==> config.mk <==
export PLATFORM = sky130hd
export DESIGN_NAME = int_ctrl
export DESIGN_NICKNAME = d
export VERILOG_FILES = /design/src/rtl/int_pkg.sv /design/src/rtl/int_prio_enc.sv /design/src/rtl/int_ctrl.sv
export SDC_FILE = /design/constraint.sdc
export NUM_CORES = 1
export LEC_CHECK = 0
export CORE_MARGIN = 2
export CORE_UTILIZATION = 50
export CTS_BUF_LIST = sky130_fd_sc_hd__clkbuf_16
export CTS_CLUSTER_SIZE = 8
export DETAILED_ROUTE_END_ITERATION = 12
export GPL_TIMING_DRIVEN = 0
export PLACE_DENSITY = 0.92
export SYNTH_ARGS = -nofsm -noshare
export SYNTH_HDL_FRONTEND = slang
export SYNTH_HIERARCHICAL = 1
export SYNTH_SLANG_ARGS = --single-unit
==> constraint.sdc <==
create_clock -name clk -period 2.4 [get_ports clk]
set_input_delay 0.6 -clock clk [delete_from_list [all_inputs] [get_ports clk]]
set_output_delay 0.6 -clock clk [all_outputs]
set_load 0.02 [all_outputs]
==> src/rtl/int_pkg.sv <==
// Shared types and constants for the interrupt controller.
package int_pkg;

  typedef enum logic [1:0] {
    IDLE    = 2'd0,
    REQ     = 2'd1,
    SERVICE = 2'd2
  } state_e;

  localparam int TIMER_ID    = 0;
  localparam int CAUSE_W_DEF = 4;

endpackage

==> src/rtl/int_prio_enc.sv <==
// Lowest-index-first priority encoder: bit 0 (timer) outranks everything.
module int_prio_enc #(
  parameter int N    = 5,
  parameter int ID_W = 4
) (
  input  logic [N-1:0]    i_req,
  output logic            o_valid,
  output logic [ID_W-1:0] o_id
);

  always_comb begin
    o_valid = |i_req;
    o_id    = '0;
    // Scan high to low so the lowest set index is the last one written.
    for (int i = N - 1; i >= 0; i--) begin
      if (i_req[i]) o_id = ID_W'(i);
    end
  end

endmodule

==> src/rtl/int_ctrl.sv <==
// Interrupt controller: timer + NSRC edge-captured sources, fixed priority,
// one request held until ack, then in service until the handler returns.
module int_ctrl
  import int_pkg::*;
#(
  parameter int NSRC    = 4,
  parameter int TIMER_W = 32,
  parameter int CAUSE_W = CAUSE_W_DEF  // 2**CAUSE_W must exceed NSRC
) (
  input  logic               clk,
  input  logic               rst_n,
  input  logic [NSRC-1:0]    irq_src,
  input  logic [NSRC:0]      irq_en,
  input  logic               cmp_we,
  input  logic [TIMER_W-1:0] cmp_wdata,
  input  logic               int_ack,
  input  logic               returnM,
  output logic               interupt,
  output logic [CAUSE_W-1:0] irq_cause,
  output logic               in_service,
  output logic [TIMER_W-1:0] mtime
);

  logic [NSRC-1:0]    r_src_q;
  logic [NSRC:0]      r_pend;
  logic [TIMER_W-1:0] r_mtime;
  logic [TIMER_W-1:0] r_cmp;
  state_e             r_state;
  logic [CAUSE_W-1:0] r_cause;
  logic               r_int;
  logic               r_insvc;

  state_e             w_state_nx;
  logic [NSRC:0]      w_set;
  logic [NSRC:0]      w_clr;
  logic [NSRC:0]      w_act;
  logic               w_match;
  logic               w_ack;
  logic               w_win_vld;
  logic [CAUSE_W-1:0] w_win_id;

  assign w_match = (r_mtime == r_cmp);
  assign w_ack   = (r_state == REQ) && int_ack;
  assign w_act   = r_pend & irq_en;

  // A compare write beats a coincident match; otherwise set beats clear.
  always_comb begin
    w_set           = '0;
    w_set[NSRC:1]   = irq_src & ~r_src_q;
    w_set[TIMER_ID] = w_match & ~cmp_we;
    w_clr           = '0;
    if (w_ack)  w_clr = (NSRC + 1)'(1) << r_cause;
    if (cmp_we) w_clr[TIMER_ID] = 1'b1;
  end

  int_prio_enc #(
    .N    (NSRC + 1),
    .ID_W (CAUSE_W)
  ) u_enc (
    .i_req   (w_act),
    .o_valid (w_win_vld),
    .o_id    (w_win_id)
  );

  always_ff @(posedge clk or negedge rst_n) begin
    if (!rst_n) begin
      r_src_q <= '0;
      r_pend  <= '0;
      r_mtime <= '0;
      r_cmp   <= '1;
    end else begin
      r_src_q <= irq_src;
      r_pend  <= (r_pend & ~w_clr) | w_set;
      r_mtime <= r_mtime + TIMER_W'(1);
      if (cmp_we) r_cmp <= cmp_wdata;
    end
  end

  always_comb begin
    w_state_nx = r_state;
    case (r_state)
      IDLE:    if (w_win_vld) w_state_nx = REQ;
      REQ:     if (int_ack)   w_state_nx = SERVICE;
      SERVICE: if (returnM)   w_state_nx = IDLE;
      default:                w_state_nx = IDLE;
    endcase
  end

  // Outputs are flopped from the next state so nothing reaches them combinationally.
  always_ff @(posedge clk or negedge rst_n) begin
    if (!rst_n) begin
      r_state <= IDLE;
      r_cause <= '0;
      r_int   <= 1'b0;
      r_insvc <= 1'b0;
    end else begin
      r_state <= w_state_nx;
      r_int   <= (w_state_nx == REQ);
      r_insvc <= (w_state_nx == SERVICE);
      if (r_state == IDLE && w_win_vld) r_cause <= w_win_id;
    end
  end

  assign interupt   = r_int;
  assign irq_cause  = r_cause;
  assign in_service = r_insvc;
  assign mtime      = r_mtime;

endmodule

==> results.sh, run 1 <==
export IMPL_rsz0062_at_grt="no"
export IMPL_clk_pin_slew_ns=0.06
export IMPL_power_total_mw=3.652
export IMPL_p_per_area_nw_per_um2=737.1
export IMPL_pwr_share_comb=0.158
export IMPL_crit_path_end_kind="output pin"
export IMPL_drc=0
export IMPL_crit_path_end="mtime[13]"
export IMPL_antenna_left=0
export IMPL_final_nets=436
export IMPL_status="finished, final reports clean"
export IMPL_crit_path_top_delay_cell="clkdlybuf4s50_1"
export IMPL_p_int_mw=2.774
export IMPL_ir_drop_uv=411.7
export IMPL_layout_common_cells="clkdlybuf4s50_1, xnor2_1, dfrtp_1"
export IMPL_hold_ws_ns=0.1335
export IMPL_slowest_delay_ns=0.68
export IMPL_p_sw_mw=0.8777
export IMPL_cap_violations=0
export IMPL_grt_usage=0.2140
export IMPL_drv_slew=0
export IMPL_cp_max_fo=6
export IMPL_rrSetupSlack_ns=0.41
export IMPL_dp_cells=477
export IMPL_synth_cells=295
export IMPL_design_area_sq_um=4955
export IMPL_ios=84
export IMPL_cts_htree_levels=3
export IMPL_arrival_ns=1.52
export IMPL_synth_seq_cells=81
export IMPL_met3_wirelength_um=502
export IMPL_port_buffers=82
export IMPL_first_iter_violations=121
export IMPL_cp_depth=1
export IMPL_synth_area_sq_um=3675
export IMPL_numCtsBuffers=9
export IMPL_syn_to_final_growth_pct=34.83
export IMPL_crit_type="reg2out"
export IMPL_yosys_warnings=6
export IMPL_top_layer="met4"
export IMPL_r2r_cells=6
export IMPL_place_ws_ns=-0.04284
export IMPL_synth_avg_cell_area_sq_um=12.46
export IMPL_period_minus_slack_ns=2.117
export IMPL_post_dp_cell_area_sq_um=4644
export IMPL_fmax_mhz=472.4
export IMPL_tightest_slew_ns=0.6685
export IMPL_grt_max_degree=65
export IMPL_crit_chain="clkdlybuf4s50_1"
export IMPL_ff_latch_area_sq_um=2067
export IMPL_synth_top_cell_area_share=0.3337
export IMPL_clk_latency_ns=0.34
export IMPL_hold_violations=0
export IMPL_rows=31
export IMPL_instances_no_fill=493
export IMPL_setup_ws_ns=0.2832
export IMPL_cts_tree="yes"
export IMPL_diodes=0
export IMPL_die_w_um=89.73
export IMPL_cts_buffer_depth=2
export IMPL_path_buf_inv=1
export IMPL_worstPathRequired_ns=1.80
export IMPL_wl_per_cell_um=16.44
export IMPL_hpwl_um=6005
export IMPL_swShare=0.2403
export IMPL_hold_buffers=0
export IMPL_timing_slew_headroom=0.5543
export IMPL_period_share=0.8820
export IMPL_yosys_top_cells_area="dfrtp_1, dfstp_2, xnor2_1"
export IMPL_fillCellCount=501
export IMPL_wirelength_met1_um=3374
export IMPL_cts_sinks=81
export IMPL_timing_rr_end="mtime[29]$_DFF_PN0_"
export IMPL_synth_cell_type_count=36
export IMPL_critPathLaunchType="flop"
export IMPL_crit_family="buffers and inverters"
export IMPL_post_cts_buffers=0
export IMPL_cts_root_buf="clkbuf_16"
export IMPL_fin_util=0.6905
export IMPL_core_area_sq_um=7176
export IMPL_yosys_area_top_type="dfrtp_1"
export IMPL_vias_per_cell=5.191
export IMPL_vias=2559
export IMPL_layout_commonest_cell="clkdlybuf4s50_1"
export IMPL_die_h_um=89.73
export IMPL_overflow=0
export IMPL_crit_reg2reg_launch="mtime[9]$_DFF_PN0_"
export IMPL_syn_nets=342
export IMPL_grt_pass1_wl_um=13520
export IMPL_grt_pass1_vias=2679
export IMPL_die_area_sq_um=8051
export IMPL_drt_wl_total_um=8104
export IMPL_setup_worst_path_start="mtime[13]$_DFF_PN0_"
export IMPL_setup_tns_ns=0
export IMPL_gp_congestion=0.8316
export IMPL_multi_input_area_sq_um=1540
export IMPL_final_layout_size_suffix_gt1_frac=0.2437
export IMPL_seq_area_frac_synth=0.5625
export IMPL_hp_class="in2async"
export IMPL_dr_wl_met2_um=4016
export IMPL_drtPass1Iterations=4
export IMPL_post_cts_resized=0
export IMPL_p_leak_nw=1.979
export IMPL_p_seq_frac=0.453
export IMPL_pwr_share_clk=0.388
export IMPL_antenna_found_initial=0
export IMPL_fin_skew_ns=0.005547
export IMPL_setup_viol=0
export IMPL_initial_core_util=0.5121
-- cell type report --
cell class / count / share of cell area
Timing Repair Buffer: 83 / 0.1707
Multi-Input combinational cell: 198 / 0.3109
Clock buffer: 9 / 0.04545
Inverter: 8 / 0.006061
Buffer: 8 / 0.007576
Clock inverter: 7 / 0.01717
Tap cell: 99 / 0.02500
Sequential cell: 81 / 0.4172
-- registers in the layout, indices dropped and copies added (netlist names) --
signal	cells
interupt	1
in_service	1
r_pend	5
mtime	32
r_state	2
r_cmp	32
irq_cause	4
r_src_q	4
-- how the worst min path moves through the flow --
stage	start	end	slack [ns]	depth (start not counted)
after floorplan	rst_n	in_service$_DFF_PN0_	0.30	0
after global placement	r_src_q[1]$_DFF_PN0_	r_pend[2]$_DFF_PN0_	0.41	1
after detailed placement	r_src_q[3]$_DFF_PN0_	r_pend[4]$_DFF_PN0_	0.41	1
after CTS	rst_n	r_pend[3]$_DFF_PN0_	0.13	1
after global routing	rst_n	r_pend[2]$_DFF_PN0_	0.15	1
final	rst_n	r_src_q[0]$_DFF_PN0_	0.13	1
-- per-layer routing --
layer  track usage  vias to the layer above
met4        0.1026                        0
met5             0                        -
met3       0.04443                       14
met2        0.3529                       94
met1        0.2716                     1257
li1              -                     1194
-- synth_stat cells --
library cell and instances:
nand3b_1 2, nand4bb_1 1, nand3_1 12, nand4_1 17, a22oi_1 1, nand2_1 15
inv_1 8, mux2i_1 1, and3_2 2, nor4_2 1, and4_2 2, nor4_1 3
xor2_1 6, o21ai_0 8, ha_1 1, conb_1 1, buf_4 1, and2_1 7
dfrtp_1 49, or4_4 1, or4_1 1, clkbuf_1 4, nand2b_1 3, a21oi_1 1
nor2_1 12, nor3_1 1, nand4_2 1, dfstp_2 32, clkbuf_2 1, buf_2 2
nor3b_4 1, and3_1 3, and4_1 1, nor3b_1 1, xnor2_1 56, mux2_2 36
-- logic make-up after synthesis --
group / Yosys count / share of synthesized area
AO/OA/AOI/OAI: 10 / 0.01430
AND/OR/NAND/NOR: 87 / 0.1396
flip-flops: 81 / 0.5625
adder cells (fa/ha/maj): 1 / 0.003404
other: 1 / 0.001020
multiplexers: 37 / 0.1130
XOR/XNOR: 62 / 0.1478
buffers and inverters: 16 / 0.01838
-- power by group through the flow --
stage	Combinational, mW	Clock (mW)	Sequential (mW)
floorplan	0.272	0	1.71
global route	0.628	1.51	1.68
detailed placement	0.584	0	1.68
CTS	0.587	1.44	1.66
global placement	0.560	0	1.67
finish	0.578	1.42	1.66
(Power assumes the default switching activity.)
==> run 2: changes to the inputs <==
--- a/config.mk
+++ b/config.mk
@@ -12,6 +12,7 @@
 export DETAILED_ROUTE_END_ITERATION = 12
 export GPL_TIMING_DRIVEN = 0
 export PLACE_DENSITY = 0.92
+export SKIP_CTS_REPAIR_TIMING = 1
 export SYNTH_ARGS = -nofsm -noshare
 export SYNTH_HDL_FRONTEND = slang
 export SYNTH_HIERARCHICAL = 1
==> results of run 2 <==
No change in the layout: final DEF, timing and power equal those of run 1.
==> run 3: changes to the inputs <==
--- a/config.mk
+++ b/config.mk
@@ -17,3 +17,4 @@
 export SYNTH_HDL_FRONTEND = slang
 export SYNTH_HIERARCHICAL = 1
 export SYNTH_SLANG_ARGS = --single-unit
+export TNS_END_PERCENT = 50
==> results of run 3 <==
No change in the layout: final DEF, timing and power equal those of run 1.
==> RTL edit: new RTL, flow settings as in run 1 <==
Make the reset (`rst_n`) synchronous in 2 clocked blocks.
--- a/src/rtl/int_ctrl.sv
+++ b/src/rtl/int_ctrl.sv
@@ -63,5 +63,5 @@
   );
 
-  always_ff @(posedge clk or negedge rst_n) begin
+  always_ff @(posedge clk) begin
     if (!rst_n) begin
       r_src_q <= '0;
@@ -88,5 +88,5 @@
 
   // Outputs are flopped from the next state so nothing reaches them combinationally.
-  always_ff @(posedge clk or negedge rst_n) begin
+  always_ff @(posedge clk) begin
     if (!rst_n) begin
       r_state <= IDLE;
Behaviour: differs if rst_n is asserted again (counterexample within 4 cycles, from zero or initial values and one cycle with rst_n low); with rst_n held inactive, the same outputs for 10 cycles.
==> RTL edit against run 1 <==
  * Final cell count rose by 18%
  * Sequential share of layout area fell by 9.2 points
  * Synthesized cell count rose by 31%
  * Sequential cell count did not move
  * First-iteration DRC count rose by 63%
  * Worst setup slack got worse by 77 ps
  * Cell area rose by 0.78%
  * Total power fell by 13%
  * Synthesized area rose by 2.0%
  * Routed wire length rose by 15%
  * Sequential power fell by 13%
  * Critical endpoint is now irq_cause[1]$_SDFFE_PN0P_
==> RTL edit: results (changes against run 1) <==
The worst min-delay path category is reg -> reg (was in -> async). The routed wirelength normalized by instance count was 16.0 um (was 16.4 um). The flow ran to the end, and the final reports show no timing, DRC or antenna violations. The initial detailed-routing violation count came out at 197 (was 121). Number of vias per cell after detailed routing: 5.30 (was 5.19).

The run gives 0.00468 mm^2 (was 0.00464 mm^2) as the total cell area at the placement stage. The share of final-layout standard cells stronger than drive strength 1 is 7.25% (was 24.4%), and the total number of nets in the final design is 525 (was 436). The maximum clock skew at final layout came out at 5.21 ps (was 5.55 ps). The number of unique standard cell types used by synthesis was 38 (was 36); the total vias in the final route was 3,086 (was 2,559).

Top cells by area in the synthesized netlist: dfxtp_1 43%, xnor2_1 11%, mux2i_1 9.9% (was dfrtp_1 33%, dfstp_2 23%, xnor2_1 13%). The half-perimeter wire length after placement was 6870 um (was 6000 um). The standby leakage power was 1.94 nW (was 1.98 nW); the pin count of the biggest net entering global routing was 14 (was 65).

The placement-stage worst setup slack was -162 ps (was -42.8 ps); the number of cells traversed by the worst register-to-register path was 5 (was 6). The share of the clock period used by the worst path came out at 91.4% (was 88.2%). Top cells by count, synth: 81 x dfxtp_1, 49 x nand2_1, 47 x xnor2_1 (was 56 x xnor2_1, 49 x dfrtp_1, 36 x mux2_2).

The maximum fanout count along the critical path is 4 (was 6). Cell total after placement: 566 (was 477). The cell with the largest stage delay on the worst path was nor3b_1 (was clkdlybuf4s50_1).

Fraction of the yosys area taken by sequential cells: 43.3% (was 56.2%). The mean instance size in the synthesized netlist was 9.71 um^2 (was 12.5 um^2). The net count after synthesis was 433 (was 342); the via count of the first global-routing pass was 3,174 (was 2,679).

The end of the worst register-to-register path is mtime[30]$_SDFF_PN0_ (was mtime[29]$_DFF_PN0_). The tools report the destination of the critical timing path as irq_cause[1]$_SDFFE_PN0P_ (was mtime[13]). The logs give 23.3% (was 21.4%) for the overall fraction of global-route tracks in use and 0.397 mV (was 0.412 mV) for the maximum resistive drop on vdd. The total chip power was 3.18 mW (was 3.65 mW); the worst hold slack was 493 ps (was 133 ps).

For the arrival time at the worst endpoint, the log shows 2420 ps (was 1520 ps). The run gives 0.860 (was 0.832) as the global placement routability congestion. The tools report the worst setup path startpoint as irq_en[0] (was mtime[13]$_DFF_PN0_). For the worst-case register-to-register setup slack, the log shows 550 ps (was 410 ps).
==> RTL edit: cell count changes after synthesis, moves of 31 or more <==
cell,run 1,this run
mux2_2,36,0
dfxtp_1,0,81
dfrtp_1,49,0
nand2_1,15,49
mux2i_1,1,37
and2_1,7,38
dfstp_2,32,0
==> RTL edit: cell type report <==
| class | count | area (um^2) | area share, % |
|---|---|---|---|
| sequential | 81 | 1620 | 32.5 |
| buffer | 18 | 90.1 | 1.80 |
| clock inverter | 7 | 86.3 | 1.73 |
| clock buffer | 9 | 225 | 4.51 |
| timing repair buffer | 81 | 811 | 16.2 |
| inverter | 4 | 15.0 | 0.301 |
| tap | 99 | 124 | 2.48 |
| multi-input combinational | 283 | 2020 | 40.5 |
==> RTL edit: where the power goes <==
| part | switching [mW] | internal, mW | total (mW) |
|---|---|---|---|
| logic | 0.133 | 0.174 | 0.307 |
| registers | 0.0437 | 1.40 | 1.44 |
| clock network | 0.532 | 0.901 | 1.43 |
==> RTL edit: routing by layer <==
layer | up-vias | wire length (um) | share of wire (%) | track usage, %
met4 | 0 | 165 | 1.8 | 8.85
li1 | 1493 | - | - | -
met2 | 106 | 4590 | 49 | 40.1
met5 | - | 0 | 0 | 0
met3 | 15 | 442 | 4.8 | 4.01
met1 | 1472 | 4100 | 44 | 29.1
==> RTL edit: critical path, delay by kind of cell <==
family	cells	cell delay [ps]
buf+inv	1	460
simple gates	5	1100
mux	1	260
==> RTL edit: kinds of logic after synthesis <==
kind of cell	Yosys count	share of synthesized area, %
XOR/XNOR	60	14.0
other	1	0.100
buffers and inverters	22	2.80
flip-flops	81	43.3
adder cells (fa/ha/maj)	1	0.334
AND/OR/NAND/NOR	170	27.2
multiplexers	37	9.88
AO/OA/AOI/OAI	14	2.34
